**src/rtl/mmio_gpio_bank_pkg.sv**
```systemverilog
// ============================================================================
// usm_mmio_pkg : register map constants shared by the GPIO bank
// Rev 1.0 - initial release
// ============================================================================
`default_nettype none

package usm_mmio_pkg;

    localparam int PORT_STRIDE = 32;

    // Byte offsets inside one port's register block
    localparam logic [4:0] OFS_OUT    = 5'h00;
    localparam logic [4:0] OFS_DIR    = 5'h04;
    localparam logic [4:0] OFS_IN     = 5'h08;
    localparam logic [4:0] OFS_RISE   = 5'h0C;
    localparam logic [4:0] OFS_FALL   = 5'h10;
    localparam logic [4:0] OFS_STATUS = 5'h14;
    localparam logic [4:0] OFS_IRQEN  = 5'h18;

endpackage

`default_nettype wire

```
**src/rtl/gpio_sync_edge.sv**
```systemverilog
// ============================================================================
// gpio_sync_edge : 2-flop pin synchroniser with rise/fall edge detection
// Rev 1.0 - initial release
// ============================================================================
`default_nettype none

module gpio_sync_edge #(
    parameter int W = 8
) (
    input  logic         clk,
    input  logic         reset,
    input  logic [W-1:0] pin_in,
    output logic [W-1:0] sync_val,
    output logic [W-1:0] rise,
    output logic [W-1:0] fall
);

    logic [W-1:0] r_stage1;
    logic [W-1:0] r_stage2;
    logic [W-1:0] r_prev;

    always_ff @(posedge clk) begin
        if (!reset) begin
            r_stage1 <= '0;
            r_stage2 <= '0;
            r_prev   <= '0;
        end else begin
            r_stage1 <= pin_in;
            r_stage2 <= r_stage1;
            r_prev   <= r_stage2;
        end
    end

    assign sync_val = r_stage2;
    assign rise     = r_stage2 & ~r_prev;
    assign fall     = ~r_stage2 & r_prev;

endmodule

`default_nettype wire

```
**src/rtl/mmio_gpio_bank.sv**
```systemverilog
// ============================================================================
// mmio_gpio_bank : memory-mapped GPIO ports with edge capture and level irq
// Rev 1.0 - initial release
// ============================================================================
`default_nettype none

module mmio_gpio_bank
    import usm_mmio_pkg::*;
#(
    parameter logic [31:0] BASE_ADDR = 32'h0000_1000,
    parameter int          N_PORTS   = 2,
    parameter int          PORT_W    = 8
) (
    input  logic                      clk,
    input  logic                      reset,
    input  logic [31:0]               bus_addr,
    input  logic [31:0]               bus_wdata,
    input  logic                      bus_we,
    input  logic                      bus_re,
    output logic [31:0]               bus_rdata,
    output logic                      bus_hit,
    input  logic [N_PORTS*PORT_W-1:0] gpio_in,
    output logic [N_PORTS*PORT_W-1:0] gpio_out,
    output logic [N_PORTS*PORT_W-1:0] gpio_oe,
    output logic                      irq
);

    localparam logic [31:0] c_window = 32'(N_PORTS * PORT_STRIDE);

    logic [31:0]               w_rel;
    logic [2:0]                w_port;
    logic [4:0]                w_ofs;
    logic                      w_wr;
    logic [N_PORTS-1:0][31:0]  w_port_rdata;
    logic [N_PORTS-1:0]        w_port_irq;
    logic                      w_unused;

    // Unsigned wrap makes addresses below the base land far outside the window
    assign w_rel    = bus_addr - BASE_ADDR;
    assign bus_hit  = (w_rel < c_window);
    assign w_port   = w_rel[7:5];
    assign w_ofs    = {w_rel[4:2], 2'b00};
    assign w_wr     = bus_we & bus_hit;
    assign w_unused = ^{bus_re, bus_wdata};

    generate
        for (genvar p = 0; p < N_PORTS; p++) begin : g_port
            logic [PORT_W-1:0] r_out;
            logic [PORT_W-1:0] r_dir;
            logic [PORT_W-1:0] r_rise_en;
            logic [PORT_W-1:0] r_fall_en;
            logic [PORT_W-1:0] r_status;
            logic [PORT_W-1:0] r_irq_en;
            logic [PORT_W-1:0] w_sync;
            logic [PORT_W-1:0] w_rise;
            logic [PORT_W-1:0] w_fall;
            logic [PORT_W-1:0] w_wdata;
            logic [PORT_W-1:0] w_w1c;
            logic              w_sel;
            logic [31:0]       w_rd;

            gpio_sync_edge #(.W(PORT_W)) u_sync (
                .clk      (clk),
                .reset    (reset),
                .pin_in   (gpio_in[p*PORT_W +: PORT_W]),
                .sync_val (w_sync),
                .rise     (w_rise),
                .fall     (w_fall)
            );

            assign w_sel   = w_wr && (w_port == 3'(p));
            assign w_wdata = bus_wdata[PORT_W-1:0];
            assign w_w1c   = (w_sel && (w_ofs == OFS_STATUS)) ? w_wdata : '0;

            always_ff @(posedge clk) begin
                if (!reset) begin
                    r_out     <= '0;
                    r_dir     <= '0;
                    r_rise_en <= '0;
                    r_fall_en <= '0;
                    r_status  <= '0;
                    r_irq_en  <= '0;
                end else begin
                    if (w_sel) begin
                        case (w_ofs)
                            OFS_OUT:   r_out     <= w_wdata;
                            OFS_DIR:   r_dir     <= w_wdata;
                            OFS_RISE:  r_rise_en <= w_wdata;
                            OFS_FALL:  r_fall_en <= w_wdata;
                            OFS_IRQEN: r_irq_en  <= w_wdata;
                            default:   ;
                        endcase
                    end
                    // A fresh edge overrides a clear landing in the same cycle
                    r_status <= (r_status & ~w_w1c)
                              | (w_rise & r_rise_en)
                              | (w_fall & r_fall_en);
                end
            end

            always_comb begin
                w_rd = '0;
                case (w_ofs)
                    OFS_OUT:    w_rd[PORT_W-1:0] = r_out;
                    OFS_DIR:    w_rd[PORT_W-1:0] = r_dir;
                    OFS_IN:     w_rd[PORT_W-1:0] = w_sync;
                    OFS_RISE:   w_rd[PORT_W-1:0] = r_rise_en;
                    OFS_FALL:   w_rd[PORT_W-1:0] = r_fall_en;
                    OFS_STATUS: w_rd[PORT_W-1:0] = r_status;
                    OFS_IRQEN:  w_rd[PORT_W-1:0] = r_irq_en;
                    default:    w_rd = '0;
                endcase
            end

            assign w_port_rdata[p]                = w_rd;
            assign w_port_irq[p]                  = |(r_status & r_irq_en);
            assign gpio_out[p*PORT_W +: PORT_W]   = r_out;
            assign gpio_oe[p*PORT_W +: PORT_W]    = r_dir;
        end
    endgenerate

    always_comb begin
        bus_rdata = '0;
        for (int p = 0; p < N_PORTS; p++) begin
            if (bus_hit && (w_port == 3'(p))) begin
                bus_rdata = w_port_rdata[p];
            end
        end
    end

    assign irq = |w_port_irq;

    a_no_load_store_overlap : assert property (
        @(posedge clk) disable iff (!reset) !(bus_we && bus_re)
    );

endmodule

`default_nettype wire

```
**config.mk**
```make
export PLATFORM = sky130hd
export DESIGN_NAME = mmio_gpio_bank
export DESIGN_NICKNAME = d
export VERILOG_FILES = /design/src/rtl/mmio_gpio_bank_pkg.sv /design/src/rtl/gpio_sync_edge.sv /design/src/rtl/mmio_gpio_bank.sv
export SDC_FILE = /design/constraint.sdc
export NUM_CORES = 1
export LEC_CHECK = 0
export BUFFER_PORTS_ARGS = -buffer_cell sky130_fd_sc_hd__clkbuf_2
export CORE_MARGIN = 8
export CORE_UTILIZATION = 59
export DETAILED_ROUTE_END_ITERATION = 10
export GPL_TIMING_DRIVEN = 0
export HOLD_SLACK_MARGIN = 0.1
export PLACE_DENSITY_LB_ADDON = 0.1
export SLEW_MARGIN = 15
export SYNTH_ARGS = -nofsm -noshare
export SYNTH_HDL_FRONTEND = slang
export SYNTH_HIERARCHICAL = 1
export SYNTH_SLANG_ARGS = --single-unit
export TNS_END_PERCENT = 1
```
**constraint.sdc**
```tcl
create_clock -name clk -period 6.9 [get_ports clk]
set_input_delay 0.69 -clock clk [delete_from_list [all_inputs] [get_ports clk]]
set_output_delay 0.69 -clock clk [all_outputs]
set_load 0.03 [all_outputs]
```
==> reports/results.ini <==
[die]
die_y_um=124
core_area_um2=11400
start_util_pct=60.5
ios=150
die_area_um2=15400
die_width_um=124
rows=39

[synth]
netlist_top_cells_area=dfxtp_1 (42%), mux2i_1 (12%), nand2_1 (5.3%), nor2b_1 (3.4%), a2111oi_4 (3.2%)
synthArstFlopShare_pct=0
syn-instance-count=701
syn-cell-area_um2=6900
synth-edff-count=0
yosys.area_share.xor_xnor_pct=0
avgSynthCellArea_um2=9.85
yosysSeqAreaShare_pct=41.8
synth_fa_ha_area_share_pct=0
synth-simple-area-share_pct=18.3
ys.flop_type=dfxtp_1
synth_top_cell_by_area=dfxtp_1
synth_top_family_by_area=simple AND/OR/NAND/NOR gates
synth_top_area_share_pct=41.8
yosys_warnings=6
ys_types=54
synth_compound_area_share_pct=15.3
synthMuxAreaShare_pct=18.0
ys_ff_latch=144

[power]
power.share.clock_pct=48.5
p_int_uw=1480
vdd_drop_max_mv=0.218
sw_frac_of_total_pct=23.8
power_frac_comb_pct=7.9
power_density_nw_per_um2=235
p_leak_uw=0.00349
seqPwrFrac_pct=43.6
finalPower_uw=1940
total_switching_power_uw=462

[global_route]
overflow=0
grt_max_degree=17
track_usage_pct=27.6
grt_antenna_before_repair=0
first_global_vias=5991
grt_pass1_wl_mm=31.9

[sta]
hold_violations=0
worstMarginPinSlew_ns=1.02
period_minus_slack_ns=4.41
post-route-period-util_pct=63.9
tns_ns=0
rsz0062_at_grt=no
max_slew_margin_pct=32.0
setup_viol=0
maxSlewViolCount=0
post-route-worst-setup-slack_ns=2.49
finClkSkew_ns=0.00593
max_freq_ghz=0.227

[worst_hold_path]
holdPathEnd=g_port[1].u_sync/sync_val[0]$_SDFF_PN0_
min_path_cells=1
hold_class=register to register
hp-start=g_port[1].u_sync/r_stage1[0]$_SDFF_PN0_

[cts]
holdBufCountCts=0
clock_path_buffers=2
insertion_delay_ns=0.42
tritoncts=done
cts-root-buf=clkbuf_16
htree_levels=4
clkSinkCount=144
post_cts_buffers=0
numCtsBuffers=17
path_clk_slew_ns=0.06
post_cts_resized=0

[drt]
vias_per_cell=6.09
drtAntennaViolNets=0
wl_per_cell_um=21.4
drt-initial-drc-count=457
dr_total_vias=6057
drt-total-wl_mm=21.3
firstDrtPassIters=6
drc_errors=0

[setup_path]
r2r_start=g_port[1].u_sync/sync_val[6]$_SDFF_PN0_
crit_arrival_ns=3.72
critPathMaxStageDelay_ns=0.73
crit_path_end_kind=output port
worstPathCellList=clkbuf_2, clkbuf_1, buf_1, clkbuf_1, mux4_2, nor2_1, o21a_1, a211oi_1, clkbuf_2
crit_required_ns=6.21
r2r_end=g_port[1].r_status[6]$_SDFF_PN0_
cp-startpoint=bus_addr[2]
cp_slowest_cell=buf_1
startpoint_type=input pin
r2r_setup_slack_ns=5.79
critPathKind=input pin to output port
path_max_fanout=10
r2r_cells=4

[finish]
layout.nets=923
final_cell_mix=dfxtp_1 (144), nand2_1 (97), clkbuf_2 (96)
n_antenna_cell=0
mostFrequentLayoutCell=dfxtp_1
utilization_pct=72.4
fillers=904
synthToLayoutAreaGrowth_pct=19.7
drive_gt1_share_pct=26.5

[placement]
pre_cts_ws_ns=2.64
gp_congestion=0.994
hpwl_mm=15.4
placement.io_buffers=96

[run_status]
status=finished, final reports clean

[job]
maxCapViolCount=0

## how the worst max path moves through the flow
stage	endpoint	slack, ns	cells after the start
2_1_floorplan	bus_rdata[7]	3.33	5
3_3_place_gp	bus_rdata[6]	2.56	9
3_5_place_dp	bus_rdata[6]	2.64	9
4_1_cts	bus_rdata[6]	2.62	9
5_1_grt	bus_rdata[6]	2.37	9
6_report	bus_rdata[6]	2.49	9
## kinds of logic after synthesis
kind of cell / Yosys count
simple gates: 246
flops: 144
compound gates: 122
mux: 111
buf+inv: 77
other cells: 1
## worst max-delay path, delay by kind of cell
kind	cells	cell delay, ns
AO/OA/AOI/OAI	2	0.53
buffers and inverters	5	2.11
multiplexers	1	0.34
AND/OR/NAND/NOR	1	0.04
## sequential cells by signal (all words and copies together), names as in the netlist
signal and cells:
g_port.r_irq_en 16, g_port.r_status 16, g_port.u_sync/r_stage1 16, g_port.u_sync/sync_val 16, g_port.r_out 16, g_port.r_fall_en 16
g_port.r_rise_en 16, g_port.r_dir 16, g_port.u_sync/r_prev 16
## area by class of cell
type,instances,area [um2],area share [%]
buffer,64,403,4.88
clock buffer,19,453,5.48
clock inverter,13,161,1.95
inverter,13,48.8,0.590
multi-input combinational,503,3660,44.2
sequential,144,2880,34.9
tap,143,179,2.17
timing repair buffer,96,480,5.81
## power groups by stage
| stage | Sequential, uW | Combinational, uW | Clock, uW |
|---|---|---|---|
| floorplan | 864 | 96.8 | 0 |
| global placement | 866 | 146 | 0 |
| CTS | 848 | 149 | 950 |
| detailed placement | 867 | 148 | 0 |
| finish | 849 | 153 | 943 |
| global route | 850 | 162 | 987 |
## layer usage
| metal | track usage [%] | part of all wire, % |
|---|---|---|
| met4 | 12.3 | 2.6 |
| met3 | 6.71 | 10 |
| met1 | 33.8 | 40 |
| met2 | 45.3 | 47 |
| met5 | 0 | 0 |
## synthesized netlist by cell type (7+ instances only)
master and n:
nand2_1 97, and2_2 18, nand3_1 7, a22o_1 22
and2_1 32, nand4_1 10, a2111oi_4 8, mux4_2 9
mux2_2 16, o21ai_0 21, nor2b_1 37, clkbuf_1 23
a221oi_1 13, nor2_1 26, buf_4 24, a21oi_1 26
inv_1 10, dfxtp_1 144, mux2i_1 86
## metrics by stage
step,cell area (um2),std cells,hold slack [ns]
after global placement,7650,963,0.416
after global routing,8260,995,0.443
after CTS,8260,995,0.437
final,8260,995,0.434
after detailed placement,7650,963,0.422
after floorplan,6990,724,0.412
(Power assumes the default switching activity.)
